$ cat src/rtl/piso_serializer_p.sv
// rtl/piso_serializer_p.sv - parametrised parallel-in/serial-out serializer with valid/ready input
//
// Optional feature macro: PISO_PARITY_EN (appends an even-parity bit to each frame)
//
// Ports:
//   clk            rising-edge clock
//   rst            synchronous reset, active-high
//   in_valid       source presents a word on in_data
//   in_data        parallel word, captured on accept (in_valid && in_ready)
//   in_ready       block can accept a word this cycle
//   serial_o       serial data line (IDLE_LEVEL when no bit is sent)
//   serial_valid_o serial_o carries a frame bit this cycle
//   last_o         current bit is the final bit of the frame
//   busy_o         frame in progress
module piso_serializer_p #(
    parameter int DATA_W     = 8,
    parameter bit MSB_FIRST  = 1'b0,
    parameter bit IDLE_LEVEL = 1'b1
) (
    input  logic              clk,
    input  logic              rst,
    input  logic              in_valid,
    input  logic [DATA_W-1:0] in_data,
    output logic              in_ready,
    output logic              serial_o,
    output logic              serial_valid_o,
    output logic              last_o,
    output logic              busy_o
);

    localparam int CW = $clog2(DATA_W + 2);
    localparam logic [CW-1:0] CNT_FULL = CW'(DATA_W);
    localparam logic [CW-1:0] CNT_ONE  = CW'(1);

`ifdef PISO_PARITY_EN
    typedef enum logic [1:0] {
        IDLE  = 2'd0,
        SHIFT = 2'd1,
        PAR   = 2'd2
    } state_t;
`else
    typedef enum logic {
        IDLE  = 1'b0,
        SHIFT = 1'b1
    } state_t;
`endif

    state_t            state_q, state_d;
    logic [DATA_W-1:0] sreg_q, sreg_d;
    logic [CW-1:0]     count_q, count_d;
`ifdef PISO_PARITY_EN
    logic              par_q, par_d;
`endif

    logic final_bit;
    logic data_bit;
    logic accept;

    // Output decode depends on registered state only, so in_valid never
    // reaches any output combinationally.
`ifdef PISO_PARITY_EN
    assign final_bit = (state_q == PAR);
`else
    assign final_bit = (state_q == SHIFT) && (count_q == CNT_ONE);
`endif

    assign data_bit       = MSB_FIRST ? sreg_q[DATA_W-1] : sreg_q[0];
    assign busy_o         = (state_q != IDLE);
    assign serial_valid_o = busy_o;
    assign last_o         = final_bit;
    // Ready during the final bit lets a new word reload with no idle gap.
    assign in_ready       = (state_q == IDLE) || final_bit;
    assign accept         = in_valid && in_ready;

    always_comb begin
        serial_o = IDLE_LEVEL;
        case (state_q)
            SHIFT:   serial_o = data_bit;
`ifdef PISO_PARITY_EN
            PAR:     serial_o = par_q;
`endif
            default: serial_o = IDLE_LEVEL;
        endcase
    end

    always_comb begin
        state_d = state_q;
        sreg_d  = sreg_q;
        count_d = count_q;
`ifdef PISO_PARITY_EN
        par_d   = par_q;
`endif
        case (state_q)
            IDLE: begin
                if (accept) begin
                    state_d = SHIFT;
                    sreg_d  = in_data;
                    count_d = CNT_FULL;
`ifdef PISO_PARITY_EN
                    par_d   = ^in_data;
`endif
                end
            end
            SHIFT: begin
                if (count_q > CNT_ONE) begin
                    sreg_d  = MSB_FIRST ? (sreg_q << 1) : (sreg_q >> 1);
                    count_d = count_q - CNT_ONE;
                end else begin
`ifdef PISO_PARITY_EN
                    state_d = PAR;
                    sreg_d  = '0;
                    count_d = '0;
`else
                    if (accept) begin
                        sreg_d  = in_data;
                        count_d = CNT_FULL;
                    end else begin
                        state_d = IDLE;
                        sreg_d  = '0;
                        count_d = '0;
                    end
`endif
                end
            end
`ifdef PISO_PARITY_EN
            PAR: begin
                if (accept) begin
                    state_d = SHIFT;
                    sreg_d  = in_data;
                    count_d = CNT_FULL;
                    par_d   = ^in_data;
                end else begin
                    state_d = IDLE;
                end
            end
`endif
            default: begin
                state_d = IDLE;
                sreg_d  = '0;
                count_d = '0;
            end
        endcase
    end

    always_ff @(posedge clk) begin
        if (rst) begin
            state_q <= IDLE;
            sreg_q  <= '0;
            count_q <= '0;
`ifdef PISO_PARITY_EN
            par_q   <= 1'b0;
`endif
        end else begin
            state_q <= state_d;
            sreg_q  <= sreg_d;
            count_q <= count_d;
`ifdef PISO_PARITY_EN
            par_q   <= par_d;
`endif
        end
    end

endmodule

$ cat config.mk
export PLATFORM = sky130hd
export DESIGN_NAME = piso_serializer_p
export DESIGN_NICKNAME = d
export VERILOG_FILES = /design/src/rtl/piso_serializer_p.sv
export SDC_FILE = /design/constraint.sdc
export NUM_CORES = 1
export LEC_CHECK = 0
export BUFFER_PORTS_ARGS = -buffer_cell sky130_fd_sc_hd__buf_2
export CORE_MARGIN = 2
export CORE_UTILIZATION = 45
export CTS_CLUSTER_SIZE = 20
export DETAILED_ROUTE_END_ITERATION = 16
export GPL_TIMING_DRIVEN = 0
export PLACE_DENSITY = 0.68
export SYNTH_ARGS = -nofsm -noshare
export SYNTH_HDL_FRONTEND = slang
export SYNTH_SLANG_ARGS = --single-unit
$ cat constraint.sdc
create_clock -name clk -period 1.77 [get_ports clk]
set_input_delay 0.354 -clock clk [delete_from_list [all_inputs] [get_ports clk]]
set_output_delay 0.354 -clock clk [all_outputs]
set_load 0.02 [all_outputs]
==> flow_metrics.py, run 1 <==
metrics = {
    "cts": {
        "clkTransAtPathRegs_ps": 80,
        "clock_sink_count": 13,
        "tritoncts": "yes",
        "clockRootBuffer": "clkbuf_4",
        "cts_buffers": 3,
        "clockBufferDepth": 2,
        "htreeDepth": 1,
        "worstSkewPairLatency_ps": 280,
    },
    "drt": {
        "viasPerCell": 5.534,
        "vias": 653,
        "drt_iter0_drc": 21,
        "drc": 0,
        "routed_wl_um": 1526,
        "final_antenna_net_count": 0,
        "wl_per_cell_um": 12.93,
        "dr.pass1.iters": 4,
    },
    "cells_and_area": {
        "diodes": 0,
        "drive_gt1_share_pct": 33.33,
        "area_growth_pct": 25.31,
        "final_net_count": 116,
    },
    "job": {
        "drv_cap": 0,
    },
    "synth": {
        "syn_area_per_cell_um2": 8.604,
        "synthAdderAreaFrac_pct": 3.591,
        "netlist-cell-type-count": 23,
        "synth_xor_area_share_pct": 0,
        "synthMuxAreaShare_pct": 4.309,
        "synth_seq_area_share_pct": 37.34,
        "synth-compound-area-share_pct": 19.57,
        "synth-simple-area-share_pct": 27.65,
        "syn_inst": 81,
        "synth_top_family_by_area": "simple AND/OR/NAND/NOR gates",
        "ys_ff_latch": 13,
        "yosys_warnings": 0,
        "synth.net_count": 94,
        "syn_area_um2": 696.9,
    },
    "timing": {
        "clock_skew_ps": 3.820,
        "finalHoldViolCount": 0,
        "setup_viol": 2,
        "finalCritPeriodShare_pct": 100.6,
        "period_needed_ps": 1781,
        "whs_ps": 426.0,
        "maxSlewHeadroom_pct": 63.19,
        "fmax_mhz": 561.6,
        "rsz0062_at_grt": "true",
        "tightest_slew_ps": 545.2,
        "finalMaxSlewViolations": 0,
        "fin_ws_ps": -10.70,
    },
    "setup_path": {
        "timing.reg2reg.setup_slack_ps": 170,
        "start_kind": "flip-flop",
        "critical_path_arrival_ps": 1430,
        "required_ps": 1420,
        "critical_path.max_fanout": 3,
        "path_class": "flip-flop to output port",
        "cp-end-kind": "output port",
    },
    "floorplanning": {
        "dieHeight_um": 43.36,
        "io_pins": 16,
        "dieArea_mm2": 0.001880,
        "die_width_um": 43.36,
        "start_util_pct": 47.36,
        "rows": 14,
        "coreArea_mm2": 0.001471,
    },
    "power": {
        "leakage_nw": 0.3787,
        "power_density_mw_per_mm2": 818.5,
        "power_mw": 0.7149,
        "vdd_drop_max_mv": 0.4858,
    },
    "global_route": {
        "met2_usage_pct": 27.46,
        "gr-total-overflow": 0,
        "grt_max_degree": 11,
        "grt.met3_usage_pct": 3.750,
        "grt_use_total_pct": 18.06,
        "grt_pass1_wl_um": 2559,
        "antenna_found_initial": 0,
        "busiest_layer": "met2",
        "grtUsageMet1_pct": 25.13,
        "grt_pass1_vias": 608,
    },
    "place": {
        "gp_congestion": 0.7413,
        "port_buffers": 14,
        "dpl.hpwl_um": 1045,
    },
    "outcome": {
        "violations": "setup timing",
        "status": "complete, but fails checks",
    },
    "min_path": {
        "hp-class": "input pin to flip-flop",
    },
}
-- state kept, by name, indices dropped and copies added, names as in the netlist --
register	cells
sreg_q	8
count_q	4
busy_o	1
-- synth_stat cells --
library cell	count	area (µm²)
ha_1	2	25.02
a22o_1	7	61.31
or3b_4	1	11.26
buf_4	2	15.01
o21ai_0	3	15.01
nor2b_1	7	43.79
nor2_1	3	11.26
o311a_2	1	11.26
nor4b_1	1	8.760
dfxtp_1	13	260.3
nand4b_1	1	8.760
o311ai_0	1	8.760
a21oi_1	1	5.000
mux2i_1	3	30.03
o21ai_4	1	16.27
nand2_1	6	22.52
o22a_2	1	10.01
nor3_1	16	80.08
inv_1	5	18.77
clkbuf_1	1	3.750
buf_2	3	15.01
nand2b_1	1	6.260
a211o_1	1	8.760
-- layout by cell type (no fill, tap or decap), drive strengths merged --
| cell type | netlist | final |
|---|---|---|
| buf | 5 | 22 |
| a211o | 1 | 1 |
| dfxtp | 13 | 13 |
| a22o | 7 | 7 |
| ha | 2 | 2 |
| mux2i | 3 | 3 |
| nor3 | 16 | 16 |
| o21ai | 4 | 4 |
| or3b | 1 | 1 |
| o22a | 1 | 1 |
| nand4b | 1 | 1 |
| nor2 | 3 | 3 |
| nand2 | 6 | 6 |
| clkbuf | 1 | 5 |
| nand2b | 1 | 1 |
| a21oi | 1 | 1 |
| nor2b | 7 | 7 |
| nor4b | 1 | 1 |
| inv | 5 | 5 |
| o311a | 1 | 1 |
| o311ai | 1 | 1 |
-- cells by family after synthesis --
logic type | count (synthesis)
buffers and inverters | 11
AND/OR/NAND/NOR | 36
multiplexers | 3
flip-flops | 13
adder cells (fa/ha/maj) | 2
AO/OA/AOI/OAI | 16
-- worst max-delay path, cell delays in order (launching register included) --
cell,delay (ps)
dfxtp_2,340
inv_2,70
ha_4,120
or3b_4,400
nand2_1,100
buf_6,120
-- through the flow --
| step | instances | setup WS [ps] | utilization, % | TNS (ps) | cell area (µm²) |
|---|---|---|---|---|---|
| 6_report | 118 | -10.70 | 59.35 | -18.55 | 873.3 |
| 5_1_grt | 118 | -50.22 | 59.35 | -90.62 | 873.3 |
| 4_1_cts | 119 | -29.81 | 59.69 | -34.36 | 878.3 |
| 3_5_place_dp | 111 | 115.8 | 53.49 | 0 | 787.0 |
| 3_3_place_gp | 111 | 152.5 | 53.49 | 0 | 787.0 |
| 2_1_floorplan | 81 | 160.6 | - | 0 | 696.9 |
-- metal layers --
metal  up-vias  wire, µm
met1       295       758
met2        20       662
met3         5        76
li1        333         -
met4         0        29
met5         -         0
-- path summary, 6_finish.rpt --
check              end  depth (start not counted)       start
min reg2reg  sreg_q[4]                          1   sreg_q[5]
max reg2reg  sreg_q[6]                          6  count_q[0]
min             busy_o                          3         rst
max           in_ready                          5  count_q[1]
-- report_power, final --
part           switching (mW)  leakage (nW)  internal, mW
combinational          0.0982         0.255        0.0885
sequential             0.0211         0.108         0.323
clock                  0.0967        0.0150        0.0875
total                   0.216         0.379         0.499
-- layout make-up --
cell class / instances / area, µm²
fillers: 141 / 598.1
multi-input cells: 57 / 404.1
flip-flops and latches: 13 / 262.8
repair buffers: 18 / 112.6
plain buffers: 5 / 28.78
clock buffers: 4 / 26.28
well taps: 16 / 20.02
inverters: 5 / 18.77
-- timing repair --
item	CTS	global route
hold buffers	0	0
pin swaps	1	1
endpoints found under the setup margin	2	2
endpoints found under the hold margin	0	0
resized for setup	11	0
setup buffers	4	0
No activity file was read; power rests on OpenSTA's default activity.
==> run 2: changes to the inputs <==
--- a/config.mk
+++ b/config.mk
@@ -8,6 +8,7 @@
 export BUFFER_PORTS_ARGS = -buffer_cell sky130_fd_sc_hd__buf_2
 export CORE_MARGIN = 2
 export CORE_UTILIZATION = 45
+export CTS_BUF_LIST = sky130_fd_sc_hd__clkbuf_16
 export CTS_CLUSTER_SIZE = 20
 export DETAILED_ROUTE_END_ITERATION = 16
 export GPL_TIMING_DRIVEN = 0
==> run 2 against run 1 <==
Largest cell class unchanged. Highest routed layer unchanged. Core utilization rose by 4.1 points. The run now ends clean. Setup slack improved by 47 ps. Sequential cell count did not move. Sequential share of layout area fell by 1.9 points.
==> flow_metrics.py, run 2 (synthesized netlist as in run 1, its figures left out) <==
metrics = {
    "floorplanning": {
        "start_util_pct": 47.36,
        "rows": 14,
        "dieHeight_um": 43.36,
        "die_width_um": 43.36,
        "dieArea_mm2": 0.001880,
        "coreArea_mm2": 0.001471,
        "io_pins": 16,
    },
    "timing": {
        "fmax_mhz": 576.9,
        "whs_ps": 469.8,
        "finalMaxSlewViolations": 0,
        "period_needed_ps": 1734,
        "maxSlewHeadroom_pct": 62.01,
        "clock_skew_ps": 0.3531,
        "finalCritPeriodShare_pct": 97.94,
        "rsz0062_at_grt": "true",
        "setup_viol": 0,
        "tightest_slew_ps": 562.7,
        "finalHoldViolCount": 0,
    },
    "setup_path": {
        "path_class": "flip-flop to output port",
        "start_kind": "flip-flop",
        "setup.worst_path.start": "count_q[1]",
        "required_ps": 1420,
        "critical_path.max_fanout": 3,
        "timing.reg2reg.setup_slack_ps": 160,
        "critical_path_arrival_ps": 1380,
        "r2r_start": "count_q[0]",
        "cp-end-kind": "output port",
    },
    "drt": {
        "viasPerCell": 5.496,
        "drc": 0,
        "dr.pass1.iters": 4,
        "routed_wl_um": 1590,
        "drt_iter0_drc": 10,
        "wl_per_cell_um": 13.36,
        "final_antenna_net_count": 0,
        "vias": 654,
    },
    "global_route": {
        "grt_pass1_wl_um": 2635,
        "antenna_found_initial": 0,
        "grt_max_degree": 11,
        "grt_use_total_pct": 18.65,
        "gr-total-overflow": 0,
        "grt_pass1_vias": 620,
    },
    "power": {
        "power_density_mw_per_mm2": 1020,
        "leakage_nw": 0.4096,
        "vdd_drop_max_mv": 0.5357,
        "power_mw": 0.9524,
    },
    "cells_and_area": {
        "top_register": "sreg_q",
        "diodes": 0,
        "mostFrequentLayoutCell": "nor3_1",
        "seqCellArea_um2": 262.8,
        "num-fill-cells": 137,
        "drive_gt1_share_pct": 33.98,
        "multi_input_area_um2": 404.1,
        "layout.cells.most_common_list": "nor3_1, buf_2, dfxtp_1, nor2b_1, a22o_1",
        "final_net_count": 117,
        "fin_util_pct": 63.44,
        "area_growth_pct": 33.93,
        "largest_reg_flops": 8,
    },
    "outcome": {
        "status": "finished clean",
    },
    "cts": {
        "clockRootBuffer": "clkbuf_16",
        "cts_buffers": 3,
        "htreeDepth": 1,
        "worstSkewPairLatency_ps": 240,
        "clockBufferDepth": 2,
        "clkTransAtPathRegs_ps": 40,
        "tritoncts": "yes",
        "clock_sink_count": 13,
    },
    "job": {
        "drv_cap": 0,
    },
    "place": {
        "port_buffers": 14,
        "dpl.hpwl_um": 1045,
        "gp_congestion": 0.7413,
    },
    "min_path": {
        "hp-class": "input pin to flip-flop",
        "hold_start": "rst",
    },
}
-- run 2: changes by cell type in the layout (fill, tap and decap cells not counted) --
cell,previous run,this run
clkbuf_16,0,3
clkbuf_1,2,1
inv_1,4,5
clkbuf_4,3,1
-- run 2: worst paths after layout --
check	to	depth (start not counted)
min reg2reg	sreg_q[4]	1
max reg2reg	sreg_q[6]	6
max	in_ready	5
min	busy_o	3
-- run 2: per-layer routing --
| layer | share of wire (%) | vias up | GRT usage [%] |
|---|---|---|---|
| met1 | 50 | 304 | 25.07 |
| met3 | 4.2 | 2 | 3.750 |
| li1 | - | 332 | - |
| met4 | 0.88 | 0 | 7.273 |
| met5 | 0 | - | 0 |
| met2 | 44 | 16 | 29.55 |
-- run 2: power by group --
group | internal [mW] | switching [mW] | total, mW
logic | 0.0915 | 0.100 | 0.191
registers | 0.324 | 0.0213 | 0.346
clock network | 0.297 | 0.118 | 0.415
-- run 2: metrics by stage --
stage	cells	TNS (ps)	setup slack (ps)	cell area (µm²)
6_report	119	0	36.45	933.4
5_1_grt	119	-4.807	-4.807	933.4
4_1_cts	119	0	18.43	930.9
3_5_place_dp	111	0	115.8	787.0
3_3_place_gp	111	0	152.5	787.0
2_1_floorplan	81	0	160.6	696.9
-- run 2: worst max-delay path, stage by stage (launching register included) --
cell	delay, ps
dfxtp_2	330
inv_2	70
ha_4	130
or3b_4	400
nand2_1	100
buf_6	120
-- run 2: what timing repair did --
| action | 4_1_cts | 5_1_grt |
|---|---|---|
| buffers inserted | 4 | 0 |
| setup endpoints to repair | 2 | 1 |
| pin swaps | 1 | 1 |
| gates resized for setup | 11 | 1 |
| hold buffers | 0 | 0 |
-- run 2: layout make-up --
class | count | share of cell area [%]
Buffer | 6 | 3.887
Clock buffer | 3 | 8.043
Tap cell | 16 | 2.145
Clock inverter | 1 | 0.4021
Sequential cell | 13 | 28.15
Inverter | 5 | 2.011
Timing Repair Buffer | 18 | 12.06
Multi-Input combinational cell | 57 | 43.30
